===== src/rtl/apb_uart_fifo.sv =====
// APB3 UART with independent TX/RX FIFOs, a 16x-oversampled receiver and a transmitter.
// Define UART_PARITY_EN to add parity generation/checking (CTRL b5/b6, STATUS b7).
module apb_uart_fifo #(
  parameter int CLK_HZ   = 100_000_000,
  parameter int BAUD     = 9600,
  parameter int TX_DEPTH = 4,
  parameter int RX_DEPTH = 4
) (
  input  logic        PCLK,
  input  logic        PRESET,
  input  logic [3:0]  PADDR,
  input  logic [31:0] PWDATA,
  input  logic        PWRITE,
  input  logic        PENABLE,
  input  logic        PSEL,
  output logic [31:0] PRDATA,
  output logic        PREADY,
  output logic        tx,
  input  logic        rx,
  output logic        irq
);
  localparam int DivRaw = CLK_HZ / (BAUD * 16);
  localparam int Div = (DivRaw < 1) ? 1 : DivRaw;
  localparam logic [31:0] DivLast = 32'(Div - 1);

  typedef enum logic [2:0] {TX_IDLE, TX_START, TX_DATA, TX_PARITY, TX_STOP} txState_t;
  typedef enum logic [2:0] {RX_IDLE, RX_START, RX_DATA, RX_PARITY, RX_STOP} rxState_t;

  logic [6:0]  ctrl_q;
  logic        parEn, parOdd;
  logic        txEn, rxEn, irqRxEn, irqTxEn;

`ifdef UART_PARITY_EN
  localparam logic [6:0] CtrlMask = 7'h6F;
  assign parEn  = ctrl_q[5];
  assign parOdd = ctrl_q[6];
`else
  localparam logic [6:0] CtrlMask = 7'h0F;
  assign parEn  = 1'b0;
  assign parOdd = 1'b0;
`endif

  assign txEn    = ctrl_q[0];
  assign rxEn    = ctrl_q[1];
  assign irqRxEn = ctrl_q[2];
  assign irqTxEn = ctrl_q[3];

  logic [31:0] divCnt_q;
  logic        tick;
  assign tick = (divCnt_q == DivLast);

  always_ff @(posedge PCLK or posedge PRESET) begin
    if (PRESET) divCnt_q <= '0;
    else        divCnt_q <= tick ? '0 : divCnt_q + 32'd1;
  end

  logic        pready_q;
  logic [31:0] prdata_q, readData;
  logic        access, wrAcc, rdAcc, ctrlWr, flagClr;
  logic [1:0]  regSel;

  // Only the first cycle of an access phase has side effects; PREADY blocks a repeat.
  assign access  = PSEL && PENABLE && !pready_q;
  assign wrAcc   = access && PWRITE;
  assign rdAcc   = access && !PWRITE;
  assign regSel  = PADDR[3:2];
  assign ctrlWr  = wrAcc && (regSel == 2'd3);
  assign flagClr = ctrlWr && PWDATA[4];

  logic       txPush, txPop, txEmpty, txFull;
  logic       rxPush, rxPop, rxEmpty, rxFull;
  logic [7:0] txHead, rxHead, rxShift_q, rxShift_d;

  assign txPush = wrAcc && (regSel == 2'd1);
  assign rxPop  = rdAcc && (regSel == 2'd2);

  apb_uart_fifo_buf #(.DEPTH(TX_DEPTH)) uTxFifo (
    .PCLK(PCLK), .PRESET(PRESET), .push_i(txPush), .pop_i(txPop), .data_i(PWDATA[7:0]),
    .head_o(txHead), .empty_o(txEmpty), .full_o(txFull)
  );

  apb_uart_fifo_buf #(.DEPTH(RX_DEPTH)) uRxFifo (
    .PCLK(PCLK), .PRESET(PRESET), .push_i(rxPush), .pop_i(rxPop), .data_i(rxShift_q),
    .head_o(rxHead), .empty_o(rxEmpty), .full_o(rxFull)
  );

  logic overrun_q, frameErr_q, parityErr_q;
  logic setOverrun, setFrame, setParity;
  logic txBusy;
  logic [7:0] status;

  assign status = {parityErr_q, txBusy, frameErr_q, overrun_q, rxFull, rxEmpty, txFull, txEmpty};

  always_comb begin
    readData = '0;
    case (regSel)
      2'd0: readData = {24'b0, status};
      2'd2: if (!rxEmpty) readData = {24'b0, rxHead};
      2'd3: readData = {25'b0, ctrl_q};
      default: readData = '0;
    endcase
  end

  // A flag raised by the receiver in the same cycle as a clear survives.
  always_ff @(posedge PCLK or posedge PRESET) begin
    if (PRESET) begin
      pready_q    <= 1'b0;
      prdata_q    <= '0;
      ctrl_q      <= '0;
      overrun_q   <= 1'b0;
      frameErr_q  <= 1'b0;
      parityErr_q <= 1'b0;
    end else begin
      pready_q <= access;
      if (rdAcc)  prdata_q <= readData;
      if (ctrlWr) ctrl_q <= PWDATA[6:0] & CtrlMask;
      if (flagClr) begin
        overrun_q   <= 1'b0;
        frameErr_q  <= 1'b0;
        parityErr_q <= 1'b0;
      end
      if (setOverrun) overrun_q   <= 1'b1;
      if (setFrame)   frameErr_q  <= 1'b1;
      if (setParity)  parityErr_q <= 1'b1;
    end
  end

  txState_t   txState_q, txState_d;
  logic [3:0] txTick_q, txTick_d;
  logic [2:0] txBit_q, txBit_d;
  logic [7:0] txShift_q, txShift_d;
  logic       txPar_q, txPar_d, tx_q, tx_d;

  assign txBusy = (txState_q != TX_IDLE);

  always_ff @(posedge PCLK or posedge PRESET) begin
    if (PRESET) begin
      txState_q <= TX_IDLE;
      txTick_q  <= '0;
      txBit_q   <= '0;
      txShift_q <= '0;
      txPar_q   <= 1'b0;
      tx_q      <= 1'b1;
    end else begin
      txState_q <= txState_d;
      txTick_q  <= txTick_d;
      txBit_q   <= txBit_d;
      txShift_q <= txShift_d;
      txPar_q   <= txPar_d;
      tx_q      <= tx_d;
    end
  end

  // tx_d follows the next state so the pin is a flop output aligned with the FSM.
  always_comb begin
    txState_d = txState_q;
    txTick_d  = txTick_q;
    txBit_d   = txBit_q;
    txShift_d = txShift_q;
    txPar_d   = txPar_q;
    txPop     = 1'b0;
    case (txState_q)
      TX_IDLE: if (txEn && !txEmpty) begin
        txPop     = 1'b1;
        txShift_d = txHead;
        txPar_d   = (^txHead) ^ parOdd;
        txTick_d  = '0;
        txState_d = TX_START;
      end
      TX_START, TX_DATA, TX_PARITY, TX_STOP: if (tick) begin
        txTick_d = txTick_q + 4'd1;
        if (txTick_q == 4'd15) begin
          case (txState_q)
            TX_START: begin
              txBit_d   = '0;
              txState_d = TX_DATA;
            end
            TX_DATA: begin
              txShift_d = {1'b0, txShift_q[7:1]};
              if (txBit_q == 3'd7) txState_d = parEn ? TX_PARITY : TX_STOP;
              else                 txBit_d   = txBit_q + 3'd1;
            end
            TX_PARITY: txState_d = TX_STOP;
            default:   txState_d = TX_IDLE;
          endcase
        end
      end
      default: txState_d = TX_IDLE;
    endcase
    case (txState_d)
      TX_START:  tx_d = 1'b0;
      TX_DATA:   tx_d = txShift_d[0];
      TX_PARITY: tx_d = txPar_d;
      default:   tx_d = 1'b1;
    endcase
  end

  logic       rxMeta_q, rxSync_q, rxPrev_q;
  rxState_t   rxState_q, rxState_d;
  logic [3:0] rxTick_q, rxTick_d;
  logic [2:0] rxBit_q, rxBit_d;
  logic       rxParBad_q, rxParBad_d;

  always_ff @(posedge PCLK or posedge PRESET) begin
    if (PRESET) begin
      rxMeta_q   <= 1'b1;
      rxSync_q   <= 1'b1;
      rxPrev_q   <= 1'b1;
      rxState_q  <= RX_IDLE;
      rxTick_q   <= '0;
      rxBit_q    <= '0;
      rxShift_q  <= '0;
      rxParBad_q <= 1'b0;
    end else begin
      rxMeta_q   <= rx;
      rxSync_q   <= rxMeta_q;
      rxPrev_q   <= rxSync_q;
      rxState_q  <= rxState_d;
      rxTick_q   <= rxTick_d;
      rxBit_q    <= rxBit_d;
      rxShift_q  <= rxShift_d;
      rxParBad_q <= rxParBad_d;
    end
  end

  // START waits half a bit to land on bit centres; a high line there means a glitch.
  always_comb begin
    rxState_d  = rxState_q;
    rxTick_d   = rxTick_q;
    rxBit_d    = rxBit_q;
    rxShift_d  = rxShift_q;
    rxParBad_d = rxParBad_q;
    rxPush     = 1'b0;
    setOverrun = 1'b0;
    setFrame   = 1'b0;
    setParity  = 1'b0;
    case (rxState_q)
      RX_IDLE: if (rxEn && rxPrev_q && !rxSync_q) begin
        rxTick_d   = '0;
        rxParBad_d = 1'b0;
        rxState_d  = RX_START;
      end
      RX_START: if (tick) begin
        rxTick_d = rxTick_q + 4'd1;
        if (rxTick_q == 4'd7) begin
          rxTick_d  = '0;
          rxBit_d   = '0;
          rxState_d = rxSync_q ? RX_IDLE : RX_DATA;
        end
      end
      RX_DATA: if (tick) begin
        rxTick_d = rxTick_q + 4'd1;
        if (rxTick_q == 4'd15) begin
          rxShift_d = {rxSync_q, rxShift_q[7:1]};
          if (rxBit_q == 3'd7) rxState_d = parEn ? RX_PARITY : RX_STOP;
          else                 rxBit_d   = rxBit_q + 3'd1;
        end
      end
      RX_PARITY: if (tick) begin
        rxTick_d = rxTick_q + 4'd1;
        if (rxTick_q == 4'd15) begin
          rxParBad_d = (rxSync_q != ((^rxShift_q) ^ parOdd));
          rxState_d  = RX_STOP;
        end
      end
      RX_STOP: if (tick) begin
        rxTick_d = rxTick_q + 4'd1;
        if (rxTick_q == 4'd15) begin
          rxState_d = RX_IDLE;
          if (!rxSync_q)       setFrame   = 1'b1;
          else if (rxParBad_q) setParity  = 1'b1;
          else if (rxFull)     setOverrun = 1'b1;
          else                 rxPush     = 1'b1;
        end
      end
      default: rxState_d = RX_IDLE;
    endcase
  end

  assign PRDATA = prdata_q;
  assign PREADY = pready_q;
  assign tx     = tx_q;
  assign irq    = (irqRxEn && !rxEmpty) || (irqTxEn && txEmpty && !txBusy) ||
                  overrun_q || frameErr_q || parityErr_q;

  logic unusedBits;
  assign unusedBits = ^{PADDR[1:0], PWDATA[31:7]};
endmodule

// Byte FIFO; pointers carry one extra bit so full and empty differ only in the MSB.
module apb_uart_fifo_buf #(
  parameter int DEPTH = 4
) (
  input  logic       PCLK,
  input  logic       PRESET,
  input  logic       push_i,
  input  logic       pop_i,
  input  logic [7:0] data_i,
  output logic [7:0] head_o,
  output logic       empty_o,
  output logic       full_o
);
  localparam int AW = $clog2(DEPTH);
  localparam logic [AW:0] PtrOne = (AW+1)'(1);

  logic [7:0]  mem_q [DEPTH];
  logic [AW:0] wPtr_q, rPtr_q;
  logic        doPush, doPop;

  assign empty_o = (wPtr_q == rPtr_q);
  assign full_o  = (wPtr_q[AW] != rPtr_q[AW]) && (wPtr_q[AW-1:0] == rPtr_q[AW-1:0]);
  assign doPop   = pop_i && !empty_o;
  assign doPush  = push_i && (!full_o || doPop);
  assign head_o  = mem_q[rPtr_q[AW-1:0]];

  always_ff @(posedge PCLK or posedge PRESET) begin
    if (PRESET) begin
      wPtr_q <= '0;
      rPtr_q <= '0;
    end else begin
      if (doPush) wPtr_q <= wPtr_q + PtrOne;
      if (doPop)  rPtr_q <= rPtr_q + PtrOne;
    end
  end

  always_ff @(posedge PCLK) begin
    if (doPush) mem_q[wPtr_q[AW-1:0]] <= data_i;
  end
endmodule


===== config.mk =====
export PLATFORM = sky130hd
export DESIGN_NAME = apb_uart_fifo
export DESIGN_NICKNAME = d
export VERILOG_FILES = /design/src/rtl/apb_uart_fifo.sv
export SDC_FILE = /design/constraint.sdc
export NUM_CORES = 1
export LEC_CHECK = 0
export ABC_AREA = 1
export BUFFER_PORTS_ARGS = -buffer_cell sky130_fd_sc_hd__buf_2
export CORE_UTILIZATION = 60
export CTS_CLUSTER_DIAMETER = 200
export CTS_CLUSTER_SIZE = 12
export DETAILED_ROUTE_END_ITERATION = 6
export PLACE_DENSITY_LB_ADDON = 0.1
export SLEW_MARGIN = 30
export SYNTH_ARGS = -nofsm -noshare
export SYNTH_HDL_FRONTEND = slang
export SYNTH_SLANG_ARGS = --single-unit

===== constraint.sdc =====
create_clock -name PCLK -period 7.1 [get_ports PCLK]
set_input_delay 0.355 -clock PCLK [delete_from_list [all_inputs] [get_ports PCLK]]
set_output_delay 0.355 -clock PCLK [all_outputs]
set_load 0.005 [all_outputs]

Word level (Yosys, flattened, before mapping)
Memory sizes are Yosys's and may differ from the RTL's.
Index checks and enable logic that the tools add are counted.

storage, ports and cells
  bits in registers = 126
  input port bits = 42
  RAM bits = 64
  memories kept = 2
  output and inout port bits = 35
  logic and storage cells = 219

operators by class
  $add $sub $neg = 9
  eq/ne operators = 44
  multiplexer cells = 80
  reductions and logical operators = 58

memory list
  name           depth  bits a word  rd ports  clocked after memory_dff  wr ports  RTL line  source
  uRxFifo.mem_q  4      8            1         0                         1         306       logic [7:0] mem_q [DEPTH];
  uTxFifo.mem_q  4      8            1         0                         1         306

operators by type and width
  operator               number
  $mux 3                 20
  $mux 8                 5
  $mux 1                 36
  $add 32x1->32 const B  1
  $eq 32x10->1 const B   1
  $mux 32                1
  $ne 2x2->1 const B     16
  $mux 4                 6
  $pmux 8 s3             1
  $logic_and 1x1->1      20
  $add 3x1->3 const B    6
  $eq 3x2->1 const B     6
  $pmux 3 s2             3
  $pmux 8 s2             1
  $reduce_xor 8->1       2
  $pmux 3 s5             1
  $reduce_bool 2->1      7
  $eq 3x3->1 const B     4
  $pmux 4 s3             1
  $reduce_and 10->1      1
  $reduce_and 5->1       2
  $eq 3x1->1 const B     3
  $pmux 3 s3             1
  $add 4x1->4 const B    2
  22 further kinds       44

Depth between registers and ports, before layout
  depth in word-level cells = 11
  mapped depth = 15
  depth with buffers taken out = 14

Modules after synthesis
From an unflattened synthesis, not the netlist that was laid out.

second synthesis, totals
  cell total of the unflattened synthesis = 1009
  area, all modules = 8745.9 um^2

by module, submodules not included
  module             area an instance (um^2)  instances  cells each
  apb_uart_fifo      5427.7                   1          733
  apb_uart_fifo_buf  1659.1                   2          138

Worst setup path before layout
OpenSTA, ideal clock, no wires.

  path type = flip-flop to flip-flop
  from = register divCnt_q[0]
  to = memory uRxFifo.mem_q[0][0] (enable)
  cell stages (with the launch flop) = 13
  slack = 4.956 ns
  arrival time = 1.773 ns
  path buffers = 0
  required time = 6.729 ns
  cell sequence = dfrtp_1 inv_1 ha_1 nand2_1 inv_1 nand2_1 nor2_2 nand2_1 nor2_4 nand2_4 nor2_8 nand2_4 nor2_1

between the ends
  word-level cells in the longest chain between the ends = 6

ends and longest elaborated chain
  item                          RTL line  source
  from (decl)                   48        logic [31:0] divCnt_q;
  from (signal assigned)        54        else divCnt_q <= tick ? '0 : divCnt_q + 32'd1;
  $eq 32x10->1                  50        assign tick = (divCnt_q == DivLast);
  $mux 1                        266       RX_STOP: if (tick) begin
  $mux 1                        237       case (rxState_q)
  $logic_and 1x1->1             313       assign doPush = push_i && (!full_o || doPop);
  $mux 1                        327       if (doPush) mem_q[wPtr_q[AW-1:0]] <= data_i;
  $mux 1 (not written as such)  327
  to (decl)                     306

Every way passes these cells.

Final worst setup path
  from = register uTxFifo.rPtr_q[0]
  to = memory uTxFifo.mem_q[2][4] (enable)

between the ends
  word-level cells in the longest chain between the ends = 10
  elaborated cells between the ends (all ways) = 13
  those cells by class = 2 x eq/ne; 4 x mux; 7 x reduce/logical

ends and longest elaborated chain
  item                            RTL line  source
  from (decl)                     307       logic [AW:0] wPtr_q, rPtr_q;
  from (signal assigned)          322       if (doPop) rPtr_q <= rPtr_q + PtrOne;
  $eq 3x3->1                      310       assign empty_o = (wPtr_q == rPtr_q);
  $logic_not 1->1                 163, 312
  $logic_and 1x1->1               163       TX_IDLE: if (txEn && !txEmpty) begin
  $mux 1                          163
  $mux 1                          162       case (txState_q)
  $logic_and 1x1->1               312       assign doPop = pop_i && !empty_o;
  $logic_or 1x1->1 *              313
  $logic_and 1x1->1 *             313
  $mux 1 *                        327
  $mux 1 (not written as such) *  327
  to (decl)                       306

Mark *: on every way between the ends. The rest lies on a longest branch, timed or not.

==> results.md <==
* Iteration-0 DRC Markers at 485
* Max FO, Critical Path at 21
* Family with the most delay on the worst path: simple AND/OR/NAND/NOR gates
* H-tree depth at 4
* Tcrit/Tclk final at 38.1%
* Peak VDD IR at 0.191 mV
* PortBufs at 26
* Leak at between 4 and 5 nW
* Share of layout cells above drive strength 1 at 10.7%
* Die H at 122 um
* Num CTS Buffers at 17
* R2R Path Start: uTxFifo.rPtr_q[0]
* Root Driver: clkbuf_16
* Die X at between 100 and 150 um
* Final nets at between 1000 and 1500
* Sink Count at 166
* Die Area at between 10000 and 15000 um^2
* Buf/Inv on CP at 3
* Syn Inst Count at 963
* Hold path endpoint: rxMeta_q
* Clock slew at reported path FFs at about 0.070 ns
* Final setup viols at 0
* Worst Setup Start Kind: flip-flop
* GRT overflow at 0
* CTS tree: built
* Hold Crit Class: input port to flip-flop
* Standard-cell rows at 43
* Drt drc at 0
* Setup tns final at 0 ns
* Total Wirelength at 16600 um
* Reg2Reg Setup Slack at 4.40 ns
* Leading cell type in the layout, fill and taps excluded: nand2_1
* Worst hold stages at 1
* Synth area leaders: dfrtp_1 29%, edfxtp_1 22%, nand2_1 11%
* Ys Warns at 0
* Most frequent cells in the layout: 259 x nand2_1, 119 x inv_1, 98 x dfrtp_1
* Int Pwr at ~1.8 mW
* Pwr Density at between 300 and 400 nW/um^2
* Netlist Area Pre-Place at 8570 um^2
* Fmax at between 0.3 and 0.4 GHz
* Worst Setup End Kind: flip-flop
* Post-CTS Setup Bufs at 0
* Diodes inserted at 0
* Total Power at 2.84 mW
* Synthesis-to-finish area growth at 9.11%
* Final Util at 67.4%
* Hold Fails Final Rpt at 0
* Main synth FF type: dfrtp_1
* RSZ-0062 raised after global routing: no
* PnR worst setup slack at 4.40 ns
* Core area at 13900 um^2
* Fin crit period at 2.70 ns
* Vias per cell at 5.22
* Critical Path AT at 2.75 ns
* CP peak stage delay at roughly 0.65 ns
* First-pass GRT wire length at 27600 um
* IO Pins at 77
* Number of synthesized flops with an enable pin at between 60 and 70
* Cell variety after synth at 51
* Synthesized area per cell at just under 9 um^2
* Slew Limit Fails at 0
* Sw Ratio at around 36%
* Largest net degree at the start of global routing at 67
* Routed WL per cell at 13.9 um
* Initial Utilization at 61.7%
* Register share of total power at 42.7%
* Total number of vias at 6228
* Hold Crit Start: rx
* Number of antenna violations at the first check in global routing at 0
* Pre-Repair DR Iteration Count at 5
* Combinational share of power at 27.4%
* RR Endpoint: uTxFifo.mem_q[2][4]
* Worst-skew pair later-pin latency at 0.42 ns
* Clock skew at 0.00548 ns
* Status: complete, no violations
* Clock network fraction of design power at roughly 30%
* Number of routed nets with antenna violations at 0
* Post-CTS sizing at 0
* CTS max path bufs at 2
* Setup WS pre-CTS at approximately 4.4 ns
* Placement Cell Area at 8790 um^2
* Global placer's final weighted congestion at 0.918
* Worst-margin pin slew at 0.834 ns
* Register area share after synthesis at 52.3%
* CP max-delay cell: nor2_1
* CP required at 7.15 ns
* Share of Yosys cell area claimed by the top area cell type at about 29%
* Worst rel slew slack at between 40% and 50%
* Hpwl dp at 11900 um
* Vias in the first global route at between 5000 and 6000
* MaxCap Viol Count at 0
* Total GRT Usage at 24.5%
* Psw at 1.01 mW
* #FFs+latches synth at 166
* # hold bufs at CTS at 1
* Synth area leader: dfrtp_1
* Crit-path cells: buf_4, inv_2, nand2_1, nand2_1, nand3_1, nand2_2, nor2_8, inv_4, nand2_2, nand2_4, nor2_1
* FF-to-FF path depth at 11
* Post-route cell area at about 9400 um^2
* Asr flop ratio synth at 61.4%
* Crit Path Class: flip-flop to flip-flop
==> worst max path at each step <==
stage | from | end | slack, ns | cells after the start
floorplan | PRESET | PRDATA[0] | 4.08 | 1
global placement | uTxFifo.rPtr_q[0] | uTxFifo.mem_q[2][7] | 4.40 | 11
detailed placement | divCnt_q[0] | uRxFifo.mem_q[1][4] | 4.38 | 12
CTS | divCnt_q[0] | uRxFifo.mem_q[1][0] | 4.36 | 12
global route | uTxFifo.rPtr_q[0] | uTxFifo.mem_q[2][4] | 4.18 | 11
finish | uTxFifo.rPtr_q[0] | uTxFifo.mem_q[2][4] | 4.40 | 11
==> sequential cells by signal (all words and copies together) (netlist names), 4 cells and up <==
signal,count
PRDATA,8
ctrl_q,4
divCnt_q,32
rxShift_q,8
rxTick_q,4
txShift_q,8
txTick_q,4
uRxFifo.mem_q,32
uTxFifo.mem_q,32
==> worst register-to-register path, cell delays in order (launching register included) <==
cell and delay, ns:
dfrtp_1 0.32, buf_4 0.25, inv_2 0.21, nand2_1 0.12, nand2_1 0.07, nand3_1 0.12
nand2_2 0.12, nor2_8 0.19, inv_4 0.10, nand2_2 0.09, nand2_4 0.09, nor2_1 0.66
==> power by group through the flow <==
stage / Combinational (mW) / Clock (mW) / Sequential, mW
after floorplan: 0.636 / 0 / 1.18
after global placement: 0.751 / 0 / 1.22
after detailed placement: 0.772 / 0 / 1.23
after CTS: 0.779 / 0.861 / 1.21
after global routing: 0.894 / 0.899 / 1.23
final: 0.776 / 0.850 / 1.21
==> metal layers <==
metal / GRT usage [%] / wire, um
met1: 32.1 / 7680
met2: 40.7 / 8030
met3: 4.51 / 568
met4: 8.95 / 291
met5: 0 / 0
==> kinds of logic after synthesis <==
group                      after synthesis  synth area share (%)
AOI/OAI and AO/OA                       96                  6.58
xor gates and xnor gates                45                  4.69
adders and majority gates               18                  2.63
buffers and inverters                  160                  8.26
DFF                                    166                  52.3
muxes                                   11                  1.45
other                                    1                0.0438
and+or+nand+nor                        466                  24.1
==> layout make-up <==
| cell class | instances | area, um^2 |
|---|---|---|
| clock buffer | 17 | 425 |
| multi-input combinational | 660 | 3470 |
| timing repair buffer | 29 | 155 |
| tap | 180 | 225 |
| clock inverter | 15 | 123 |
| sequential | 166 | 4480 |
| inverter | 125 | 474 |
| fill | 1145 | 4530 |
==> stage by stage <==
step           hold slack (ns)  std cells
2_1_floorplan            0.345        986
3_3_place_gp             0.346       1159
3_5_place_dp             0.347       1159
4_1_cts                 0.0111       1192
5_1_grt                0.00901       1192
6_report                0.0244       1192
==> cells in the mapped netlist (2+ instances only) <==
master and n:
a21o_1 3, a21oi_1 19, a31oi_1 4, a32o_1 3, buf_2 5, buf_4 26
clkbuf_1 3, dfrtp_1 98, dfstp_2 4, edfxtp_1 64, ha_1 18, inv_1 120
inv_2 4, mux2_2 11, nand2_1 259, nand2_2 3, nand2_4 3, nand3_1 52
nand4_1 6, nor2_1 84, nor2_2 5, nor2_4 5, nor2_8 2, nor3_1 26
nor3_2 2, nor3b_1 2, nor4_1 8, o21ai_0 42, o21ai_1 3, o221ai_1 6
o22ai_1 9, or2_2 3, xnor2_1 15, xor2_1 29
Power figures use the tool's default switching activity.
